### src/rtl/div_ctrl_pkg.sv
// Shared types and default constants for the clock-divider ratio controller.
package div_ctrl_pkg;
  typedef enum logic [1:0] {STOP, RUN, PEND, DRAIN} state_e;

  localparam int CNT_W_DEF   = 4;
  localparam int DEF_DIV_DEF = 5;
  localparam int MIN_DIV_DEF = 2;
endpackage

### src/rtl/div_period_cnt.sv
// Period counter with wrap/load-zero, period tick and registered phase decode.
module div_period_cnt #(
  parameter int CNT_W   = 4,
  parameter int DEF_DIV = 5
) (
  input  logic             clk,
  input  logic             rst,
  input  logic             cnt_run,
  input  logic             act_nxt,
  input  logic             tick_en_nxt,
  input  logic [CNT_W-1:0] cur_div,
  input  logic [CNT_W-1:0] nxt_div,
  output logic [CNT_W-1:0] div_cnt,
  output logic             wrap,
  output logic             period_tick,
  output logic             phase_hi,
  output logic             half_ext
);
  localparam logic [CNT_W-1:0] DEF_V = CNT_W'(DEF_DIV);

  logic [CNT_W-1:0] cnt_q, cnt_d;
  logic             tick_q, tick_d;
  logic             phase_q, phase_d;
  logic             half_q, half_d;

  assign wrap = (cnt_q == cur_div - CNT_W'(1));

  // Decode from next count and next ratio so the phase flop lines up with div_cnt.
  always_comb begin
    cnt_d   = (!cnt_run || wrap) ? '0 : cnt_q + CNT_W'(1);
    tick_d  = tick_en_nxt && (cnt_d == '0);
    phase_d = act_nxt && (cnt_d < (nxt_div >> 1));
    half_d  = nxt_div[0];
  end

  always_ff @(posedge clk) begin
    if (rst) begin
      cnt_q   <= '0;
      tick_q  <= 1'b0;
      phase_q <= 1'b0;
      half_q  <= DEF_V[0];
    end else begin
      cnt_q   <= cnt_d;
      tick_q  <= tick_d;
      phase_q <= phase_d;
      half_q  <= half_d;
    end
  end

  assign div_cnt     = cnt_q;
  assign period_tick = tick_q;
  assign phase_hi    = phase_q;
  assign half_ext    = half_q;
endmodule

### src/rtl/div_ratio_ctrl.sv
// Divide-ratio controller: start/stop FSM, request handshake, boundary-aligned ratio switch.
module div_ratio_ctrl
  import div_ctrl_pkg::*;
#(
  parameter int CNT_W   = CNT_W_DEF,
  parameter int DEF_DIV = DEF_DIV_DEF,
  parameter int MIN_DIV = MIN_DIV_DEF
) (
  input  logic             sys_clk,
  input  logic             sys_rst,
  input  logic             en,
  input  logic             req_valid,
  input  logic [CNT_W-1:0] req_div,
  output logic             req_ready,
  output logic             req_err,
  output logic [CNT_W-1:0] cur_div,
  output logic [CNT_W-1:0] div_cnt,
  output logic             period_tick,
  output logic             phase_hi,
  output logic             half_ext,
  output logic             running
);
  localparam logic [CNT_W-1:0] DEF_V = CNT_W'(DEF_DIV);
  localparam logic [CNT_W-1:0] MIN_V = CNT_W'(MIN_DIV);

  state_e           state_q, state_d;
  logic [CNT_W-1:0] cur_div_q, cur_div_d;
  logic [CNT_W-1:0] pend_div_q, pend_div_d;
  logic             ready_q, ready_d;
  logic             err_q, err_d;
  logic             accept, acc_ok, wrap;

  assign accept = req_valid && ready_q;
  assign acc_ok = accept && (req_div >= MIN_V);

  // A pending ratio exists exactly when req_ready is low.
  always_comb begin
    state_d    = state_q;
    cur_div_d  = cur_div_q;
    pend_div_d = pend_div_q;
    ready_d    = ready_q;
    err_d      = accept && (req_div < MIN_V);
    case (state_q)
      STOP: begin
        if (acc_ok) cur_div_d = req_div;
        if (en)     state_d   = RUN;
      end
      default: begin
        if (wrap) begin
          if (!ready_q) cur_div_d = pend_div_q;
          if (acc_ok)   cur_div_d = req_div;
          ready_d = 1'b1;
        end else if (acc_ok) begin
          pend_div_d = req_div;
          ready_d    = 1'b0;
        end
        if (state_q == DRAIN) state_d = wrap ? STOP : DRAIN;
        else if (!en)         state_d = DRAIN;
        else                  state_d = ready_d ? RUN : PEND;
      end
    endcase
  end

  always_ff @(posedge sys_clk) begin
    if (sys_rst) begin
      state_q    <= STOP;
      cur_div_q  <= DEF_V;
      pend_div_q <= DEF_V;
      ready_q    <= 1'b1;
      err_q      <= 1'b0;
    end else begin
      state_q    <= state_d;
      cur_div_q  <= cur_div_d;
      pend_div_q <= pend_div_d;
      ready_q    <= ready_d;
      err_q      <= err_d;
    end
  end

  div_period_cnt #(.CNT_W(CNT_W), .DEF_DIV(DEF_DIV)) u_cnt (
    .clk         (sys_clk),
    .rst         (sys_rst),
    .cnt_run     (state_q != STOP),
    .act_nxt     (state_d != STOP),
    .tick_en_nxt (state_d == RUN || state_d == PEND),
    .cur_div     (cur_div_q),
    .nxt_div     (cur_div_d),
    .div_cnt     (div_cnt),
    .wrap        (wrap),
    .period_tick (period_tick),
    .phase_hi    (phase_hi),
    .half_ext    (half_ext)
  );

  assign req_ready = ready_q;
  assign req_err   = err_q;
  assign cur_div   = cur_div_q;
  assign running   = (state_q == RUN) || (state_q == PEND);
endmodule

### config.mk
export PLATFORM = sky130hd
export DESIGN_NAME = div_ratio_ctrl
export DESIGN_NICKNAME = d
export VERILOG_FILES = /design/src/rtl/div_ctrl_pkg.sv /design/src/rtl/div_period_cnt.sv /design/src/rtl/div_ratio_ctrl.sv
export SDC_FILE = /design/constraint.sdc
export NUM_CORES = 1
export LEC_CHECK = 0
export BUFFER_PORTS_ARGS = -buffer_cell sky130_fd_sc_hd__buf_2
export CORE_MARGIN = 2
export CORE_UTILIZATION = 58
export CTS_CLUSTER_DIAMETER = 120
export DETAILED_ROUTE_END_ITERATION = 8
export GPL_ROUTABILITY_DRIVEN = 0
export HOLD_SLACK_MARGIN = 0.15
export PLACE_DENSITY = 0.83
export SYNTH_ARGS = -nofsm -noshare
export SYNTH_HDL_FRONTEND = slang
export SYNTH_SLANG_ARGS = --single-unit
export TNS_END_PERCENT = 20
### constraint.sdc
create_clock -name sys_clk -period 7.5 [get_ports sys_clk]
set_input_delay 1.5 -clock sys_clk [delete_from_list [all_inputs] [get_ports sys_clk]]
set_output_delay 1.5 -clock sys_clk [all_outputs]
set_load 0.1 [all_outputs]
# ---- Yosys cells after proc, flatten, opt, wreduce, memory -nomap -nowiden
# Cells that the tools add are included.
dict set report classes {
  n_addsub 2
  magnitude_cmp 3
  n_eq_ne 6
  muxes 15
  bitwise 2
  reduce_logical 14
}
# op n
set op_table {}
lappend op_table {{$mux W4} 6}
lappend op_table {{$mux W2} 6}
lappend op_table {{$eq A2 B2 Y1 const B} 3}
lappend op_table {{$logic_and A1 B1 Y1} 5}
lappend op_table {{$add A4 B1 Y4 const B} 1}
lappend op_table {{$eq A2 B1 Y1 const B} 2}
lappend op_table {{$eq A4 B4 Y1} 1}
lappend op_table {{$ge A4 B2 Y1 const B} 1}
lappend op_table {{$logic_not A4 Y1} 1}
lappend op_table {{$lt A4 B2 Y1 const B} 1}
lappend op_table {{$lt A4 B3 Y1} 1}
lappend op_table {{$reduce_bool A2 Y1} 2}
lappend op_table {{$sub A4 B1 Y4 const B} 1}
lappend op_table {{$logic_or A1 B1 Y1} 3}
lappend op_table {{$mux W1} 3}
lappend op_table {{$reduce_and A3 Y1} 1}
lappend op_table {{$logic_not A2 Y1} 1}
lappend op_table {{$not A1 Y1} 2}
lappend op_table {{$logic_not A1 Y1} 1}
dict set report word_totals {
  ff_bits 19
  in_bits 8
  output_inout_bits 14
}

# ---- Longest topological paths before layout
# Gate-level depths: netlist (run 1).
dict set report logic_depth {
  word_depth 12
  depth_mapped 12
}

# ---- Cells and area by module
# Synthesis (run 1) repeated with hierarchy kept, for this count alone.
dict set report hier_totals {
  hier_cells 147
  area_unflattened_um2 1233.7
}
# module instances cells_each area_each_um2
set by_module_without_submodules {}
lappend by_module_without_submodules {div_ratio_ctrl 1 96 768.2}
lappend by_module_without_submodules {div_period_cnt 1 51 465.4}

# ---- Worst setup path after synthesis (run 1)
# No wires, ideal clock.
dict set report synth_path {
  path_kind {register to register}
  startpoint {register cur_div_q[0] (netlist: cur_div[0])}
  endpoint {register u_cnt.phase_q (netlist: u_cnt.phase_hi)}
  t_arrival_ns 3.909
  t_required_ns 7.433
  setup_slack_ns 3.523
  stages_incl_launch_ff 12
  path_buffers 0
  period_less_slack_ns 3.977
  path_cell_list {dfxtp_1 inv_1 ha_1 xor3_1 nor3_4 and2_2 mux2_1 a21o_1 ha_1 or3_1 or4_4 o21ai_2}
}
dict set report synth_between {
  elab_chain_cells 10
  elab_cells_between_ends 16
}
# element line
set synth_rtl {}
lappend synth_rtl {{start, declared} div_ratio_ctrl.sv:27} ;# logic [CNT_W-1:0] cur_div_q, cur_div_d;
lappend synth_rtl {{start signal, assigned} div_ratio_ctrl.sv:73} ;# cur_div_q <= cur_div_d;
lappend synth_rtl {{$sub A4 B1 Y4 (*)} div_period_cnt.sv:26} ;# assign wrap = (cnt_q == cur_div - CNT_W'(1));
lappend synth_rtl {{$eq A4 B4 Y1 (*)} div_period_cnt.sv:26}
lappend synth_rtl {{$mux W1} div_ratio_ctrl.sv:49} ;# if (wrap) begin
lappend synth_rtl {{$mux W1} div_ratio_ctrl.sv:43} ;# case (state_q)
lappend synth_rtl {{$mux W2} div_ratio_ctrl.sv:59} ;# else state_d = ready_d ? RUN : PEND;
lappend synth_rtl {{$mux W2} div_ratio_ctrl.sv:58} ;# else if (!en) state_d = DRAIN;
lappend synth_rtl {{$mux W2} div_ratio_ctrl.sv:57} ;# if (state_q == DRAIN) state_d = wrap ? STOP : DRAIN;
lappend synth_rtl {{$mux W2} div_ratio_ctrl.sv:43}
lappend synth_rtl {{$reduce_bool A2 Y1} div_ratio_ctrl.sv:84} ;# .act_nxt (state_d != STOP),
lappend synth_rtl {{$logic_and A1 B1 Y1 (*)} div_period_cnt.sv:32} ;# phase_d = act_nxt && (cnt_d < (nxt_div >> 1));
lappend synth_rtl {{end signal, assigned} div_period_cnt.sv:45} ;# phase_q <= phase_d;
lappend synth_rtl {{end, declared} div_period_cnt.sv:23} ;# logic phase_q, phase_d;
# Mark *: on every way between the ends. The rest lies on a longest branch, timed or not. The select of a mux whose other input is x is not followed.
# A chain may end at the register's enable or synchronous reset.

# ---- Worst setup path in the final report (run 1)
dict set report layout_path {
  startpoint {input port req_div[1]}
  endpoint {register u_cnt.phase_q (netlist: u_cnt.phase_hi)}
}
dict set report layout_between {
  elab_chain_cells 11
  elab_cells_between_ends 16
}
# element line
set layout_rtl {}
lappend layout_rtl {{start, declared} div_ratio_ctrl.sv:13} ;# input logic [CNT_W-1:0] req_div,
lappend layout_rtl {{$ge A4 B2 Y1} div_ratio_ctrl.sv:34} ;# assign acc_ok = accept && (req_div >= MIN_V);
lappend layout_rtl {{$logic_and A1 B1 Y1} div_ratio_ctrl.sv:34}
lappend layout_rtl {{$mux W1} div_ratio_ctrl.sv:53} ;# end else if (acc_ok) begin
lappend layout_rtl {{$mux W1} div_ratio_ctrl.sv:49}
lappend layout_rtl {{$mux W1} div_ratio_ctrl.sv:43}
lappend layout_rtl {{$mux W2} div_ratio_ctrl.sv:59}
lappend layout_rtl {{$mux W2} div_ratio_ctrl.sv:58}
lappend layout_rtl {{$mux W2} div_ratio_ctrl.sv:57}
lappend layout_rtl {{$mux W2} div_ratio_ctrl.sv:43}
lappend layout_rtl {{$reduce_bool A2 Y1} div_ratio_ctrl.sv:84}
lappend layout_rtl {{$logic_and A1 B1 Y1 (*)} div_period_cnt.sv:32}
# Marked as above.

==> flow_summary_export.csv, run 1 <==
group,metric,value,unit
route,route.detailed.drc,0,
pwr,p_per_area,357,mW/mm^2
synthesis,synthTopCellsByArea,"dfxtp_1 (32%), ha_1 (7.7%), mux2i_1 (5.3%), nor2_1 (5.3%), nor3_1 (3.5%)",
setup_path,worst_setup_path_start_kind,"input port",
pwr,pwr-share-clk,13.4,%
route,vias,996,
setup_path,crit_required,7.75,ns
sta,max_freq,0.251,GHz
finish,nets,162,
route,wl_per_cell,14.4,um
cts,clock_latency,0.30,ns
floorplan,core-area,0.00190,mm^2
synthesis,yosys_warnings,0,
grt,grt_pass1_wl,4340,um
sta,finClkSkew,0.0100,ns
setup_path,cp-end-kind,"register",
synthesis,synthCells,127,
pwr,intPower,0.216,mW
finish,final_cells,173,
route,routed_wl,2490,um
route,viasPerCell,5.76,
sta,worstMarginPinSlew,0.838,ns
synthesis,syn-num-nets,142,
synthesis,ys_ff_latch,18,
place,placed_cells,169,
grt,grt_start_max_net_pins,19,
sta,finalSetupViolations,0,
cts,h-tree-depth,1,
pwr,seqPwrFrac,27.7,%
sta,timing.final.ws_setup,3.52,ns
grt,grt_antenna_before_repair,0,
synthesis,synth_largest_area_cell,"dfxtp_1",
pwr,vdd_ir_drop_max,220,uV
setup_path,cp_max_fo,6,
flow_run,drv_cap,0,
grt,grt-ovfl-total,0,
cts,clockRootBuffer,"clkbuf_4",
finish,design_area,0.00129,mm^2
synthesis,yosysSeqAreaShare,31.5,%
synthesis,syn_area,0.00114,mm^2
floorplan,die_y,48.4,um
route,drt_iter0_drc,36,
pwr,combPwrFrac,58.9,%
sta,finalHoldViolCount,0,
floorplan,start_util,60.1,%
synthesis,synth_edf_count,0,
route,ant_nets,0,
synthesis,synth_cell_types,47,
cts,ctsResizeCount,0,
sta,fin_crit_sh,53.1,%
pwr,p_sw,0.245,mW
sta,finalMaxSlewViolations,0,
status,status,"finished clean",
finish,diodes,0,
cts,cts_max_path_buffers,2,
sta,rsz0062_at_grt,"false",
setup_path,crit_type,"input port to register",
grt,track_usage,23.8,%
worst_hold_path,hp-class,"register to register",
cts,cts.sinks,18,
floorplan,io-pin-count,22,
place,io_buffers,21,
cts,cts_made_buffers,3,
sta,fin_crit,3.98,ns
place,place_area,0.00125,mm^2
finish,drive_gt1_share,26.0,%
cts,cts_tree,"built",
sta,final.setup.tns,0,ns
synthesis,yosys.area.top_type_share,31.5,%
floorplan,dieArea,0.00234,mm^2
cts,holdBufCountCts,0,
place,hpwl,1790,um
pwr,p_leak,0.592,nW
setup_path,arrival,4.23,ns
pwr,p_sw_share,53.2,%
floorplan,num_rows,16,
synthesis,ys.flop_type,"dfxtp_1",
sta,hold_slack,0.496,ns
synthesis,ys_async_sr_fraction,0,%
synthesis,avgSynthCellArea,9.00,um^2
finish,area_growth,12.9,%
floorplan,die_width,48.4,um
sta,slew_headroom,43.2,%
grt,grt_pass1_vias,928,
cts,path_clk_slew,0.11,ns
cts,cts_setup_buffers,0,
place,place_ws,3.24,ns
route,firstDrtPassIters,4,
## cell usage in the layout (no fill, tap or decap), types with 4 or more instances in the layout
| cell type | instances |
|---|---|
| ha_1 | 7 |
| dfxtp_1 | 18 |
| inv_1 | 8 |
| a21oi_1 | 6 |
| nor3_1 | 8 |
| xor2_1 | 4 |
| mux2i_1 | 6 |
| nor2_1 | 16 |
| buf_2 | 21 |
## area by class of cell
type | count | area (um^2)
tap | 27 | 33.8
fill | 170 | 611
inverter | 8 | 30.0
multi-input combinational | 95 | 726
sequential | 18 | 360
timing repair buffer | 21 | 105
clock buffer | 4 | 36.3
## state kept, by name (all words and copies together) (netlist names)
register           count
cur_div                4
pend_div_q             4
req_err                1
req_ready              1
state_q                2
u_cnt.div_cnt          4
u_cnt.period_tick      1
u_cnt.phase_hi         1
## logic make-up (layout without fill, tap and decap cells)
logic type | count (synthesis) | in the layout | share of synthesized area (%)
xor+xnor | 8 | 8 | 8.10
flops | 18 | 18 | 31.5
fa+ha+maj | 7 | 7 | 7.66
compound gates | 32 | 32 | 21.7
simple gates | 40 | 40 | 18.8
mux | 8 | 8 | 7.22
buf+inv | 14 | 33 | 5.03
## stage by stage
step	utilization (%)	power [mW]
2_1_floorplan	-	0.361
6_report	67.9	0.461
3_5_place_dp	66.0	0.399
5_1_grt	67.9	0.491
4_1_cts	67.9	0.462
3_3_place_gp	66.0	0.394
## synthesized netlist by cell type, drive strengths merged, types with 2 or more instances
master / n
a211oi: 4
o21ai: 4
xnor2: 3
nand2: 3
clkbuf: 4
or3: 2
nor2: 16
dfxtp: 18
a21boi: 2
and2: 2
a21oi: 6
a21o: 2
mux2i: 6
nor3: 10
mux2: 2
o32ai: 2
ha: 7
buf: 2
o22a: 3
xor2: 4
inv: 8
## per-layer routing
| metal | global-route usage [%] | part of all wire, % | vias up |
|---|---|---|---|
| met2 | 39.4 | 47 | 34 |
| met3 | 3.40 | 5.0 | 5 |
| met4 | 10.5 | 1.4 | 0 |
| li1 | - | - | 502 |
| met1 | 31.2 | 47 | 455 |
| met5 | 0 | 0 | - |
## power by group through the flow
stage / registers, mW / clock network, mW / logic (mW)
after floorplan: 0.210 / 0 / 0.151
after global placement: 0.130 / 0 / 0.265
after detailed placement: 0.130 / 0 / 0.269
after CTS: 0.128 / 0.0626 / 0.272
after global routing: 0.131 / 0.0677 / 0.292
final: 0.128 / 0.0618 / 0.272
## critical path, stage by stage
cell	delay, ns
buf_2	0.13
or3_1	0.39
a21boi_0	0.43
nor3b_1	0.09
mux2_1	0.31
a21o_1	0.19
ha_1	0.19
or3_1	0.39
or4_4	0.49
o21ai_2	0.11
## worst paths after layout
kind,from,endpoint,slack (ns),cells past startpoint
worst max-delay path,req_div[1],u_cnt.phase_hi$_SDFF_PP0_,3.52,10
worst min-delay path,pend_div_q[2]$_SDFFE_PP1P_,pend_div_q[2]$_SDFFE_PP1P_,0.50,2
worst max register to register,cur_div[1]$_SDFF_PP0_,u_cnt.phase_hi$_SDFF_PP0_,3.97,11
worst min register to register,pend_div_q[2]$_SDFFE_PP1P_,pend_div_q[2]$_SDFFE_PP1P_,0.50,2
Note: power is estimated with default switching activity, not from simulation.
==> run 2, diff against run 1 <==
CORE_UTILIZATION = 48   (was 58)
PLACE_DENSITY = 0.74   (was 0.83)
clock period = 3.2 ns   (was 7.5 ns; I/O delays follow)
==> flow_summary_export.csv, run 2 (synthesis results as in run 1) <==
group,metric,value,unit
route,routed_wl,2460,um
cts,holdBufCountCts,0,
grt,grt_pass1_vias,911,
cts,h-tree-depth,1,
pwr,p_leak,0.604,nW
pwr,intPower,0.497,mW
route,viasPerCell,5.67,
place,place_area,0.00131,mm^2
worst_hold_path,hold-path-cell-count,2,
cts,cts_tree,"built",
sta,final.setup.tns,0,ns
finish,diodes,0,
sta,fin_crit,2.95,ns
cts,ctsResizeCount,0,
floorplan,die_width,52.8,um
finish,final_cells,176,
sta,finalHoldViolCount,0,
sta,slew_headroom,57.0,%
flow_run,drv_cap,0,
worst_hold_path,hp-class,"register to register",
setup_path,crit_type,"register to register",
setup_path,cp_max_fo,5,
cts,path_clk_slew,0.10,ns
route,route.detailed.drc,0,
pwr,p_sw_share,53.4,%
pwr,p_per_area,803,mW/mm^2
setup_path,r2r_start,"cur_div[0]$_SDFFE_PP1P_",
place,placed_cells,173,
place,hpwl,1910,um
setup_path,r2r_slack,0.25,ns
finish,fillers,204,
finish,utilization,59.4,%
pwr,vdd_ir_drop_max,473,uV
finish,drive_gt1_share,33.8,%
pwr,seqPwrFrac,28.6,%
cts,cts_max_path_buffers,2,
finish,multi_input_area,731,um^2
pwr,p_sw,0.569,mW
sta,finalMaxSlewViolations,0,
floorplan,die_y,52.8,um
sta,rsz0062_at_grt,"false",
worst_hold_path,holdPathEnd,"pend_div_q[0]$_SDFFE_PP1P_",
cts,cts_setup_buffers,0,
setup_path,cp-end-kind,"register",
finish,area_growth,16.1,%
pwr,combPwrFrac,60.9,%
setup_path,worst_setup_path_start_kind,"register",
route,ant_nets,0,
route,vias,998,
finish,nets,165,
sta,finClkSkew,0.00767,ns
floorplan,num_rows,17,
grt,grt_start_max_net_pins,19,
sta,finalSetupViolations,0,
sta,worstMarginPinSlew,0.645,ns
grt,grt-ovfl-total,0,
floorplan,io-pin-count,22,
sta,max_freq,0.339,GHz
finish,layout_commonest_cell,"buf_2",
setup_path,worstRegToRegCells,11,
route,firstDrtPassIters,4,
sta,timing.final.ws_setup,0.251,ns
pwr,pwr-share-clk,10.6,%
floorplan,core-area,0.00223,mm^2
setup_path,arrival,3.18,ns
finish,design_area,0.00133,mm^2
setup_path,reg2reg_to,"u_cnt.phase_hi$_SDFF_PP0_",
grt,track_usage,21.4,%
place,place_ws,0.0346,ns
status,status,"finished clean",
route,wl_per_cell,14.0,um
sta,fin_crit_sh,92.2,%
cts,cts_made_buffers,3,
route,drt_iter0_drc,18,
grt,grt_antenna_before_repair,0,
place,io_buffers,21,
cts,clock_latency,0.30,ns
finish,regArea,382,um^2
floorplan,dieArea,0.00279,mm^2
grt,grt_pass1_wl,4240,um
setup_path,crit_required,3.43,ns
floorplan,start_util,51.2,%
finish,most-common-layout-cells,"buf_2 (21), nor2_1 (16), dfxtp_1 (9)",
cts,clockRootBuffer,"clkbuf_4",
worst_hold_path,worst_hold_startpoint,"pend_div_q[0]$_SDFFE_PP1P_",
cts,cts.sinks,18,
[run 2: area by class of cell]
class / instances / share of cell area (%)
multi-input combinational: 95 / 55.0
timing repair buffer: 24 / 9.61
inverter: 8 / 2.26
tap: 28 / 2.64
sequential: 18 / 28.7
clock buffer: 3 / 1.70
[run 2: how the worst max path moves through the flow]
stage,from,end,slack (ns),cells after the start
final,cur_div[0]$_SDFFE_PP1P_,u_cnt.phase_hi$_SDFF_PP0_,0.25,11
after global routing,cur_div[0]$_SDFFE_PP1P_,u_cnt.phase_hi$_SDFF_PP0_,0.13,11
after CTS,cur_div[0]$_SDFFE_PP1P_,u_cnt.phase_hi$_SDFF_PP0_,0.24,11
after detailed placement,req_div[1],u_cnt.phase_hi$_SDFF_PP0_,0.03,10
after global placement,req_div[1],u_cnt.phase_hi$_SDFF_PP0_,0.11,10
after floorplan,cur_div[2]$_SDFF_PP1_,u_cnt.phase_hi$_SDFF_PP0_,0.002,9
[run 2: critical path: stages (launching register included)]
cell	delay [ns]
dfxtp_4	0.37
inv_1	0.07
ha_1	0.15
xor3_1	0.26
nor3_4	0.22
and2_4	0.20
mux2_4	0.30
a21o_1	0.18
ha_1	0.19
or3_1	0.33
or4_4	0.49
o21ai_2	0.11
[run 2: power by group through the flow]
stage	Sequential (mW)	Combinational, mW	Clock, mW
2_1_floorplan	0.498	0.358	0
3_3_place_gp	0.308	0.636	0
3_5_place_dp	0.311	0.648	0
4_1_cts	0.305	0.650	0.114
5_1_grt	0.312	0.693	0.127
6_report	0.305	0.649	0.113
[run 2: per-layer routing]
metal	global-route usage [%]	vias to the layer above	part of all wire, %
met5	0	-	0
met4	10.3	0	1.8
met3	3.43	5	3.9
met2	35.6	23	47
met1	26.5	465	47
li1	-	505	-
[run 2: metrics by stage]
step,power [mW],hold slack [ns]
after floorplan,0.855,0.441
after global placement,0.944,0.457
after detailed placement,0.958,0.468
after CTS,1.07,0.492
after global routing,1.13,0.533
final,1.07,0.487
